## config.mk

```make
export PLATFORM = sky130hd
export DESIGN_NAME = ex_stage
export DESIGN_NICKNAME = d
export VERILOG_FILES = /design/src/rtl/ex_stage.sv
export SDC_FILE = /design/constraint.sdc
export NUM_CORES = 1
export LEC_CHECK = 0
export BUFFER_PORTS_ARGS = -buffer_cell sky130_fd_sc_hd__buf_2
export CAP_MARGIN = 20
export CORE_ASPECT_RATIO = 2
export CORE_UTILIZATION = 30
export CTS_BUF_LIST = sky130_fd_sc_hd__clkbuf_16
export CTS_CLUSTER_DIAMETER = 60
export DETAILED_ROUTE_END_ITERATION = 6
export HOLD_SLACK_MARGIN = 0.02
export MAX_ROUTING_LAYER = met4
export PLACE_DENSITY = 0.52
export SYNTH_ARGS = -nofsm -noshare
export SYNTH_HDL_FRONTEND = slang
export SYNTH_SLANG_ARGS = --single-unit
export TNS_END_PERCENT = 5
```

## constraint.sdc

```tcl
create_clock -name clk -period 12.4 [get_ports clk]
set_input_delay 2.48 -clock clk [delete_from_list [all_inputs] [get_ports clk]]
set_output_delay 2.48 -clock clk [all_outputs]
set_load 0.02 [all_outputs]
```

## src/rtl/ex_stage.sv

```systemverilog
// ex_stage: execute stage of the RV32IF 5-stage pipeline.
// Resolves MEM/WB forwarding, runs the integer ALU, resolves branches/jumps
// (driving the combinational redirect) and holds the EX/MEM pipeline register.
// Ports:
//   clk, reset (sync, active-high), mem_stall  - clocking / hold
//   ex_*                                       - ID/EX register contents
//   fw_mem_*, fw_wb_*                          - forwarding sources
//   branch, branch_target                      - combinational redirect
//   mem_*                                      - registered EX/MEM state
// Optional macro BRANCH_STATS_EN adds stat_branches / stat_taken counters.
module ex_stage #(
  parameter int unsigned     XLEN          = 32,
  parameter logic [XLEN-1:0] RESET_PC_LINK = '0
) (
  input  logic            clk,
  input  logic            reset,
  input  logic            mem_stall,
  input  logic [XLEN-1:0] ex_pc,
  input  logic [XLEN-1:0] ex_rs1,
  input  logic [XLEN-1:0] ex_rs2,
  input  logic [XLEN-1:0] ex_immediate,
  input  logic [2:0]      ex_funct_3,
  input  logic [6:0]      ex_funct_7,
  input  logic [6:0]      ex_ex_control,
  input  logic [1:0]      ex_mem_control,
  input  logic [1:0]      ex_wb_control,
  input  logic [4:0]      ex_rd,
  input  logic [4:0]      ex_Rs1,
  input  logic [4:0]      ex_Rs2,
  input  logic [6:0]      ex_opcode,
  input  logic [4:0]      fw_mem_rd,
  input  logic            fw_mem_reg_write,
  input  logic [XLEN-1:0] fw_mem_data,
  input  logic [4:0]      fw_wb_rd,
  input  logic            fw_wb_reg_write,
  input  logic [XLEN-1:0] fw_wb_data,
  output logic            branch,
  output logic [XLEN-1:0] branch_target,
  output logic [XLEN-1:0] mem_alu_result,
  output logic [XLEN-1:0] mem_rs2_data,
  output logic [4:0]      mem_rd,
  output logic [2:0]      mem_funct_3,
  output logic [1:0]      mem_mem_control,
  output logic [1:0]      mem_wb_control
`ifdef BRANCH_STATS_EN
  ,
  output logic [31:0]     stat_branches,
  output logic [31:0]     stat_taken
`endif
);

  localparam int unsigned SHAMT_W    = 5;
  localparam int unsigned STAT_W     = 32;
  localparam logic [6:0]  OPC_OP     = 7'b0110011;
  localparam logic [6:0]  OPC_OP_IMM = 7'b0010011;

  logic ctl_alu_src_imm, ctl_branch, ctl_jal, ctl_jalr, ctl_lui, ctl_auipc, ctl_valid;
  assign {ctl_valid, ctl_auipc, ctl_lui, ctl_jalr, ctl_jal, ctl_branch, ctl_alu_src_imm} = ex_ex_control;

  logic [XLEN-1:0]    fwd_rs1, fwd_rs2, op_a, op_b, alu_res, jalr_sum;
  logic [SHAMT_W-1:0] shamt;
  logic               taken;

  // Forwarding: MEM overrides WB, x0 never forwards.
  always_comb begin
    fwd_rs1 = ex_rs1;
    fwd_rs2 = ex_rs2;
    if (fw_wb_reg_write && (fw_wb_rd != 5'd0) && (fw_wb_rd == ex_Rs1)) fwd_rs1 = fw_wb_data;
    if (fw_wb_reg_write && (fw_wb_rd != 5'd0) && (fw_wb_rd == ex_Rs2)) fwd_rs2 = fw_wb_data;
    if (fw_mem_reg_write && (fw_mem_rd != 5'd0) && (fw_mem_rd == ex_Rs1)) fwd_rs1 = fw_mem_data;
    if (fw_mem_reg_write && (fw_mem_rd != 5'd0) && (fw_mem_rd == ex_Rs2)) fwd_rs2 = fw_mem_data;
  end

  // Operand selection and ALU; non-arithmetic opcodes compute an ADD.
  always_comb begin
    op_a = fwd_rs1;
    if (ctl_auipc || ctl_jal) op_a = ex_pc;
    if (ctl_lui)              op_a = '0;
    op_b  = ctl_alu_src_imm ? ex_immediate : fwd_rs2;
    shamt = op_b[SHAMT_W-1:0];
    alu_res = op_a + op_b;
    if ((ex_opcode == OPC_OP) || (ex_opcode == OPC_OP_IMM)) begin
      case (ex_funct_3)
        3'b000: if (ex_funct_7[5] && (ex_opcode == OPC_OP)) alu_res = op_a - op_b;
        3'b001: alu_res = op_a << shamt;
        3'b010: alu_res = XLEN'($signed(op_a) < $signed(op_b));
        3'b011: alu_res = XLEN'(op_a < op_b);
        3'b100: alu_res = op_a ^ op_b;
        3'b101: alu_res = ex_funct_7[5] ? $unsigned($signed(op_a) >>> shamt) : (op_a >> shamt);
        3'b110: alu_res = op_a | op_b;
        default: alu_res = op_a & op_b;
      endcase
    end
  end

  // Branch condition and redirect target.
  always_comb begin
    case (ex_funct_3)
      3'b000:  taken = (fwd_rs1 == fwd_rs2);
      3'b001:  taken = (fwd_rs1 != fwd_rs2);
      3'b100:  taken = ($signed(fwd_rs1) < $signed(fwd_rs2));
      3'b101:  taken = ($signed(fwd_rs1) >= $signed(fwd_rs2));
      3'b110:  taken = (fwd_rs1 < fwd_rs2);
      3'b111:  taken = (fwd_rs1 >= fwd_rs2);
      default: taken = 1'b0;
    endcase
    jalr_sum      = fwd_rs1 + ex_immediate;
    branch_target = '0;
    if (ctl_branch || ctl_jal) branch_target = ex_pc + ex_immediate;
    else if (ctl_jalr)         branch_target = {jalr_sum[XLEN-1:1], 1'b0};
  end

  assign branch = ctl_valid & ~mem_stall & ~reset & ((ctl_branch & taken) | ctl_jal | ctl_jalr);

  logic [XLEN-1:0] mem_alu_result_q, mem_alu_result_d, mem_rs2_data_q, mem_rs2_data_d;
  logic [4:0]      mem_rd_q, mem_rd_d;
  logic [2:0]      mem_funct_3_q, mem_funct_3_d;
  logic [1:0]      mem_mem_control_q, mem_mem_control_d, mem_wb_control_q, mem_wb_control_d;

  // EX/MEM next state: stall holds everything, bubbles only clear control.
  always_comb begin
    mem_alu_result_d  = mem_alu_result_q;
    mem_rs2_data_d    = mem_rs2_data_q;
    mem_rd_d          = mem_rd_q;
    mem_funct_3_d     = mem_funct_3_q;
    mem_mem_control_d = mem_mem_control_q;
    mem_wb_control_d  = mem_wb_control_q;
    if (!mem_stall) begin
      mem_mem_control_d = '0;
      mem_wb_control_d  = '0;
      if (ctl_valid) begin
        mem_alu_result_d  = (ctl_jal || ctl_jalr) ? (ex_pc + XLEN'(4)) : alu_res;
        mem_rs2_data_d    = fwd_rs2;
        mem_rd_d          = ex_rd;
        mem_funct_3_d     = ex_funct_3;
        mem_mem_control_d = ex_mem_control;
        mem_wb_control_d  = ex_wb_control;
      end
    end
  end

  always_ff @(posedge clk) begin
    if (reset) begin
      mem_alu_result_q  <= RESET_PC_LINK;
      mem_rs2_data_q    <= '0;
      mem_rd_q          <= '0;
      mem_funct_3_q     <= '0;
      mem_mem_control_q <= '0;
      mem_wb_control_q  <= '0;
    end else begin
      mem_alu_result_q  <= mem_alu_result_d;
      mem_rs2_data_q    <= mem_rs2_data_d;
      mem_rd_q          <= mem_rd_d;
      mem_funct_3_q     <= mem_funct_3_d;
      mem_mem_control_q <= mem_mem_control_d;
      mem_wb_control_q  <= mem_wb_control_d;
    end
  end

  assign mem_alu_result  = mem_alu_result_q;
  assign mem_rs2_data    = mem_rs2_data_q;
  assign mem_rd          = mem_rd_q;
  assign mem_funct_3     = mem_funct_3_q;
  assign mem_mem_control = mem_mem_control_q;
  assign mem_wb_control  = mem_wb_control_q;

`ifdef BRANCH_STATS_EN
  logic [STAT_W-1:0] stat_branches_q, stat_branches_d, stat_taken_q, stat_taken_d;

  // Control-transfer counters, frozen while the memory stage stalls.
  always_comb begin
    stat_branches_d = stat_branches_q;
    stat_taken_d    = stat_taken_q;
    if (!mem_stall) begin
      if (ctl_valid && (ctl_branch || ctl_jal || ctl_jalr)) stat_branches_d = stat_branches_q + STAT_W'(1);
      if (branch) stat_taken_d = stat_taken_q + STAT_W'(1);
    end
  end

  always_ff @(posedge clk) begin
    if (reset) begin
      stat_branches_q <= '0;
      stat_taken_q    <= '0;
    end else begin
      stat_branches_q <= stat_branches_d;
      stat_taken_q    <= stat_taken_d;
    end
  end

  assign stat_branches = stat_branches_q;
  assign stat_taken    = stat_taken_q;
`endif

  // Bits of the inputs the datapath does not consume.
  logic unused_bits;
  assign unused_bits = ^{ex_funct_7[6], ex_funct_7[4:0], jalr_sum[0]};

endmodule

```

==> Word level (Yosys, flattened, before mapping) <==
Cells that the tools add are included.
{ "classes": {"addsub": 5, "n_lt_le_gt_ge": 6, "n_eq_ne": 15, "n_shift": 3, "n_mux": 17, "n_bitwise": 11, "n_reduce_logical": 15} }
{ "ops": {"columns": ["op", "count"], "rows": [
  ["2-to-1 mux 32 bit", 13],
  ["case mux 32 bit (7 select lines)", 1],
  ["< comparator 32 bit", 4],
  ["adder 32 bit", 3],
  [">= comparator 32 bit", 2],
  ["adder 32 x 3 -> 32 bit, second input constant", 1],
  ["bitwise AND 32 bit", 1],
  ["== test 32 bit", 1],
  ["!= test 32 bit", 1],
  ["OR 32 bit", 1],
  ["<< shifter 32 x 5 -> 32 bit", 1],
  ["right shift 32 x 5 -> 32 bit", 1],
  [">>> shifter 32 x 5 -> 32 bit", 1],
  ["subtractor 32 bit", 1],
  ["bitwise XOR 32 bit", 1],
  ["== test 5 bit", 4],
  ["== test 3 bit, second input constant", 4],
  ["nonzero test 5 bit", 2],
  ["== test 7 x 5 -> 1 bit, second input constant", 1],
  ["== test 7 x 6 -> 1 bit, second input constant", 1],
  ["logical AND 1 bit", 7],
  ["== test 3 x 2 -> 1 bit, second input constant", 2],
  ["case mux 1 bit (6 select lines)", 1],
  ["bitwise AND 1 bit", 4],
  ["7 further kinds", 13]
]} }
{ "word_totals": {"reg_bits": 76, "input_bits": 250, "wordCells": 78} }

==> Depth between registers and ports, before layout <==
Gate-level depths: netlist of the first run.
{ "logic_depth": {"ltp_word": 12, "depth_mapped": 24} }

==> Worst setup path after synthesis of the first run <==
Ideal clock, no wire load.
{ "synth_path": {"path_type": "input to output", "startpoint": "input fw_wb_rd[2]", "endpoint": "output branch", "arrival_ns": 7.545, "path_slack_ns": 2.375, "cell_stages": 20, "n_path_buf": 2, "cell_sequence": "xor2_1 -> or4b_1 -> clkbuf_1 -> nor2_1 -> clkbuf_1 -> mux2i_1 -> o21ai_0 -> inv_1 -> ha_1 -> a21o_1 -> a21o_1 -> a21o_1 -> a21o_1 -> a21o_1 -> a21oi_1 -> nor2_1 -> a2111oi_0 -> mux2_2 -> o211ai_1 -> o22ai_1"} }
{ "synth_via": {"elab_chain_cells": 11, "elab_cells_between_ends": 21, "classes_between": "order compare (4); eq/ne (4); mux (5); bitwise (4); reduce/logical (4)"} }
{ "synth_rtl": {"columns": ["item", "line_no", "source"], "rows": [
  ["start: declaration", "34", "input logic [4:0] fw_wb_rd,"],
  ["nonzero test 5 bit", "68, 69", null],
  ["logical AND 1 bit", "68, 69", null],
  ["logical AND 1 bit (on tied branches)", "68, 69", null],
  ["2-to-1 mux 32 bit (on tied branches)", "68, 69", null],
  ["2-to-1 mux 32 bit (on tied branches)", "70, 71", null],
  [">= comparator 32 bit (tied with other cells)", "104", "3'b111: taken = (fwd_rs1 >= fwd_rs2);"],
  ["case mux 1 bit (6 select lines) (*)", "98", "case (ex_funct_3)"],
  ["bitwise AND 1 bit (*)", "113", "assign branch = ctl_valid & ~mem_stall & ~reset & ((ctl_branch & taken) | ctl_jal | ctl_jalr);"],
  ["OR 1 bit (*) (2 in a row)", "113", null],
  ["bitwise AND 1 bit (*)", "113", null],
  ["end: declaration", "37", "output logic branch,"]
]} }
Mark *: on every way between the ends. The rest lies on a longest branch, timed or not.

==> Worst setup path after layout of the first run <==
{ "layout_path": {"startpoint": "input fw_wb_rd[0]", "endpoint": "output branch"} }
Same word-level chain as after synthesis.

==> flow_summary.yaml, run 1 <==
status:
  outcome: "complete, but fails checks"
  failed_checks: "DRC"
routing:
  vias_per_cell: 6.06
  drcViolationCount: 13
  ant_nets: 0
  first_pass_iters: 7
  wl_mm: 115
  vias: 22900
  drtIter0Drc: 2241
  wire_per_inst_um: 30.4
clocking:
  cts.sinks: 76
  clockBufferDepth: 2
  root_buffer: "clkbuf_16"
  cts_tree: "yes"
  post_cts_buffers: 0
  clock_latency_ps: 380
  cts_made_buffers: 9
  ctsHoldBuffers: 0
  cts.clk_slew.worst_paths_ps: 70
  cts_resized: 0
  h-tree-depth: 3
yosys:
  synth_area_per_cell_sq_um: 6.96
  synth_edf_count: 0
  syn_nets: 3170
  ys_ff_latch: 76
  synth_cells: 2725
  synth_warnings: 0
  netlist_area_sq_um: 19000
  async_flop_share_pct: 0
  yosysSeqAreaShare_pct: 8.02
  yosys_most_used_dff: "dfxtp_1"
  synth_cell_type_count: 98
sta:
  slew_violations: 0
  fmax_mhz: 91.0
  worst_pin_slew_ps: 1250
  rsz0062_at_grt: "false"
  totalNegativeSetupSlack_ps: 0
  min_period_ps: 10990
  skew_ps: 0
  hold_viol_final: 0
  relSlewSlack_pct: 16.4
  finalWorstSetupSlack_ps: 1410
  setup_viol_count_final: 0
  fin_crit_sh_pct: 88.6
grt:
  track_usage_pct: 36.1
  grt_max_degree: 72
  grt_pass1_wl_mm: 162
  antenna_found_initial: 4
  overflow: 0
  grt_pass1_vias: 23100
floorplanning:
  core-area_sq_um: 62600
  start_util_pct: 30.3
  ios: 359
  die_area_sq_um: 64300
  rows: 130
  die_h_um: 358
  die_w_um: 180
place:
  place_congestion: 1.03
  place_inst: 3764
  hpwl_mm: 94.8
  pre_cts_slack_ps: 1460
  portBuffers: 352
  place_area_sq_um: 21600
setup_path:
  max_stage_delay_ps: 690
  crit_arrival_ps: 8510
  crit_buf_inv: 5
  crit_path_end_kind: "output pin"
  cpMostUsedCell: "a21o_1"
  path_max_fanout: 22
  timing_worst_setup_path_type: "primary input to output pin"
  critPathLaunchType: "primary input"
  crit_slowest_cell: "o211ai_1"
  crit_chain: "buf_2 > or4_4 > o211ai_1 > nor2_4 > buf_4 > mux2i_1 > o21ai_0 > inv_1 > ha_1 > a21o_1 > a21o_1 > a21o_1 > a21o_1 > a21o_1 > a21o_1 > a21oi_1 > nor2_1 > a2111oi_0 > buf_1 > mux2_2 > o211ai_1 > o22ai_1 > buf_2"
  worstSetupPathDepth: 23
  worstRegToRegCells: 5
  critPathTopFamily: "compound AO/OA/AOI/OAI gates"
  required_ps: 9920
power_and_ir_drop:
  p_leak_nw: 9.78
  powerDensity_nw_per_um2: 81.4
  finalPower_w: 0.00179
  vdd.ir_drop.worst_mv: 0.0693
hold_path:
  hold_class: "flop to flop"
  hold_path_depth: 2
layout:
  n_fill_cell: 6911
  final_net_count: 3431
  drive_above_1_share_pct: 18.4
  syn_to_final_growth_pct: 15.9
  final_area_sq_um: 22000
  final_cells: 3786
job:
  drv_cap: 0
[final timing paths]
| path | start | end | slack, ps |
|---|---|---|---|
| setup / recovery | fw_wb_rd[0] | branch | 1410 |
| setup reg to reg | mem_alu_result[11] | mem_alu_result[11] | 10700 |
| hold / removal | mem_rd[4] | mem_rd[4] | 450 |
| hold reg to reg | mem_rd[4] | mem_rd[4] | 450 |
[cell usage in the layout (no fill, tap or decap), types with 38 or more instances in the layout]
| cell type | count |
|---|---|
| buf_2 | 353 |
| a22oi_1 | 39 |
| xor2_1 | 59 |
| mux2_2 | 42 |
| nand2b_1 | 39 |
| o21ai_0 | 210 |
| ha_1 | 191 |
| nand3_1 | 67 |
| o211ai_1 | 38 |
| nand2_1 | 312 |
| nor2_1 | 175 |
| nor3_1 | 49 |
| buf_4 | 76 |
| dfxtp_1 | 76 |
| xnor2_1 | 93 |
| inv_1 | 158 |
| mux2i_1 | 178 |
| a21oi_1 | 240 |
| a21o_1 | 51 |
[state kept, by name, summed over array words and instances, names as in the netlist]
name and flops:
mem_mem_control 2, mem_wb_control 2, mem_funct_3 3, mem_alu_result 32, mem_rs2_data 32, mem_rd 5
[per-layer routing]
layer / up-vias / global-route usage [%] / routed length, um
li1: 10500 / - / -
met1: 10900 / 35.9 / 40400
met2: 1097 / 62.2 / 56000
met3: 358 / 4.64 / 6430
met4: 0 / 32.2 / 12100
met5: - / - / 0
[cells in the mapped netlist (18+ instances only)]
| cell | n | area (sq um) |
|---|---|---|
| a22oi_1 | 39 | 293 |
| nor2_1 | 180 | 676 |
| a211oi_1 | 27 | 203 |
| o21bai_1 | 21 | 158 |
| o22ai_1 | 37 | 231 |
| buf_2 | 26 | 130 |
| mux2_2 | 42 | 473 |
| ha_1 | 191 | 2390 |
| inv_1 | 158 | 593 |
| o21ai_0 | 211 | 1060 |
| a21o_1 | 52 | 390 |
| nand2b_1 | 40 | 250 |
| a222oi_1 | 19 | 190 |
| nor2b_1 | 20 | 125 |
| dfxtp_1 | 76 | 1520 |
| o211ai_1 | 38 | 285 |
| nand2_1 | 312 | 1170 |
| xor2_1 | 59 | 517 |
| buf_1 | 21 | 78.8 |
| nand3_1 | 67 | 335 |
| o21a_1 | 35 | 263 |
| a31oi_1 | 34 | 213 |
| nand4_1 | 25 | 156 |
| clkbuf_1 | 129 | 484 |
| o221ai_1 | 18 | 158 |
| nor3_1 | 50 | 250 |
| mux2i_1 | 180 | 1800 |
| a221oi_1 | 19 | 166 |
| a21oi_1 | 240 | 1200 |
| xnor2_1 | 93 | 815 |
[kinds of logic (layout without fill, tap and decap cells)]
group	Yosys count	after routing	share of synthesized area [%]
buffers and inverters	344	610	7.12
and+or+nand+nor	782	782	18.9
xor gates and xnor gates	152	152	7.02
muxes	238	238	13.4
adders and majority gates	195	195	13.0
AOI/OAI and AO/OA	938	938	32.5
DFF	76	76	8.02
other	0	3	0
[through the flow]
step | utilization, % | hold WS, ps
global route | 35.1 | 473
detailed placement | 34.5 | 443
finish | 35.1 | 452
global placement | 34.5 | 439
CTS | 35.0 | 454
floorplan | - | 535
[tightest hold or removal path: cells and delay by family, from the launching register on]
| family | cells | cell delay, ps |
|---|---|---|
| simple gates | 1 | 50 |
| flops | 1 | 310 |
| compound gates | 1 | 50 |
[report_power, final]
| group | internal, W | switching [W] | total [W] | leakage [nW] |
|---|---|---|---|---|
| combinational | 0.000406 | 0.000798 | 0.00120 | 9.00 |
| clock | 0.000162 | 0.000153 | 0.000316 | 0.156 |
| sequential | 0.000258 | 0.0000113 | 0.000269 | 0.623 |
[final cells by class]
class                   count  area, sq um  share of cell area (%)
clock inverters             7         90.1                   0.410
diodes                      3         7.51                  0.0342
multi-input cells        2305        16200                    73.6
clock buffers               9          225                    1.02
inverters                 163          612                    2.78
well taps                 792          991                    4.51
flip-flops and latches     76         1520                    6.92
repair buffers            431         2360                    10.7
(Power assumes the default switching activity.)
==> run 2, diff against run 1 <==
--- a/config.mk
+++ b/config.mk
@@ -15,6 +15,8 @@
 export HOLD_SLACK_MARGIN = 0.02
 export MAX_ROUTING_LAYER = met4
 export PLACE_DENSITY = 0.52
+export RECOVER_POWER = 100
+export REMOVE_ABC_BUFFERS = 1
 export SYNTH_ARGS = -nofsm -noshare
 export SYNTH_HDL_FRONTEND = slang
 export SYNTH_SLANG_ARGS = --single-unit
==> run 2 against run 1 <==
  * The run ends with DRC, capacitance limit, slew limit left
  * Critical path depth is 2 lower
  * Non-clock buffer count is 3 lower
  * Final cell count hardly changed
  * First-iteration DRC count is 17% lower
  * Global-route usage is 1.3 points lower
  * Core utilization is 0.37 points lower
  * Critical path type is now primary input to flop
  * Critical endpoint is now mem_alu_result[24]
  * Largest cell class unchanged
==> flow_summary.yaml, run 2 (synthesis gave the netlist of run 1 again) <==
layout:
  final_area_sq_um: 21700
  final_net_count: 3428
  final_common_cell: "nand2_1"
  drive_above_1_share_pct: 14.2
  syn_to_final_growth_pct: 14.7
  final_cell_mix: "312 x nand2_1, 245 x buf_2, 240 x a21oi_1"
  n_fill_cell: 6948
power_and_ir_drop:
  p_leak_nw: 9.31
  finalPower_w: 0.00175
  powerDensity_nw_per_um2: 80.5
  vdd.ir_drop.worst_mv: 0.0532
status:
  outcome: "complete, but fails checks"
  failed_checks: "DRC, capacitance limit, slew limit"
sta:
  fmax_mhz: 88.0
  setup_viol_count_final: 0
  hold_viol_final: 0
  fin_crit_sh_pct: 91.6
  min_period_ps: 11360
  hold_slack_ps: 454
  rsz0062_at_grt: "false"
  slew_violations: 153
  totalNegativeSetupSlack_ps: 0
  relSlewSlack_pct: -117
  skew_ps: 0
  worst_pin_slew_ps: 3250
clocking:
  clockBufferDepth: 2
  cts.clk_slew.worst_paths_ps: 100
  cts_resized: 0
  cts.sinks: 76
  clock_latency_ps: 420
  root_buffer: "clkbuf_16"
  cts_made_buffers: 9
  h-tree-depth: 3
  post_cts_buffers: 0
  ctsHoldBuffers: 0
  cts_tree: "yes"
setup_path:
  r2r_setup_slack_ps: 10700
  endpoint: "mem_alu_result[24]"
  worstSetupPathDepth: 21
  crit_buf_inv: 3
  timing.rr.end: "mem_alu_result[11]"
  crit_start: "fw_wb_rd[0]"
  path_max_fanout: 39
  crit_slowest_cell: "clkbuf_1"
  timing_worst_setup_path_type: "primary input to flop"
  required_ps: 12680
  crit_chain: "clkbuf_1 > or4_1 > o211ai_1 > o21ai_0 > a311oi_1 > a21o_2 > clkbuf_1 > ha_1 > inv_1 > fa_1 > o21ba_1 > nor4_1 > or4_1 > and3_1 > a221oi_1 > o31ai_1 > a21oi_1 > xor2_1 > a21oi_1 > nor4_1 > nor2_1"
  crit_path_end_kind: "flop"
  r2r-start: "mem_alu_result[11]"
  worstRegToRegCells: 5
  critPathLaunchType: "primary input"
  critPathTopFamily: "simple AND/OR/NAND/NOR gates"
  crit_arrival_ps: 11640
  max_stage_delay_ps: 2250
routing:
  drcViolationCount: 27
  vias: 22900
  wl_mm: 111
  drtIter0Drc: 1859
  ant_nets: 0
  wire_per_inst_um: 29.2
  first_pass_iters: 7
  vias_per_cell: 6.06
grt:
  grt_pass1_wl_mm: 157
  track_usage_pct: 34.8
  overflow: 0
  grt_pass1_vias: 22900
  grt_max_degree: 59
  antenna_found_initial: 5
job:
  drv_cap: 4
floorplanning:
  die_h_um: 358
  die_area_sq_um: 64300
  die_w_um: 180
  rows: 130
  ios: 359
  start_util_pct: 30.3
  core-area_sq_um: 62600
place:
  place_area_sq_um: 21600
  place_congestion: 1.07
  portBuffers: 352
  hpwl_mm: 88.6
hold_path:
  hp-start: "mem_rs2_data[23]"
  hold_class: "flop to flop"
==> run 2: worst min path at each step <==
stage                                  end  slack (ps)  cells past startpoint
after CTS                 mem_rs2_data[26]         450                      2
after floorplan             mem_funct_3[0]         530                      2
final                     mem_rs2_data[23]         450                      2
after global placement           mem_rd[4]         440                      2
after global routing      mem_rs2_data[26]         470                      2
after detailed placement  mem_rs2_data[29]         440                      2
==> run 2: per-stage QoR <==
step / utilization (%) / setup slack [ps] / cells
global route: 34.7 / 777 / 3781
CTS: 34.9 / 1760 / 3777
detailed placement: 34.5 / 1760 / 3761
global placement: 34.5 / 1810 / 3761
floorplan: - / 1330 / 2544
finish: 34.7 / 1040 / 3783
==> run 2: power breakdown <==
part           internal (W)  total (W)  switching, W
combinational      0.000396    0.00117      0.000776
clock              0.000139   0.000311      0.000172
sequential         0.000258   0.000268     0.0000102
total              0.000793    0.00175      0.000958
==> run 2: final cells by class <==
cell class | instances | area (sq um) | share of cell area (%)
antenna | 3 | 7.51 | 0.0345
clock buffer | 9 | 225 | 1.04
clock inverter | 7 | 55.1 | 0.253
inverter | 163 | 612 | 2.81
multi-input combinational | 2305 | 16100 | 74.3
sequential | 76 | 1520 | 7.00
tap | 792 | 991 | 4.56
timing repair buffer | 428 | 2180 | 10.0
==> run 2: worst min-delay path: stages, from the launching register on <==
cell and delay (ps):
dfxtp_1 310, nand2_1 50, a21oi_1 50
==> run 2: per-layer routing <==
layer | vias up | global-route usage, % | wire [um]
met2 | 1142 | 60.8 | 54800
met4 | 0 | 24.7 | 8850
met5 | - | - | 0
li1 | 10600 | - | -
met3 | 339 | 4.01 | 6660
met1 | 10900 | 36.4 | 40200
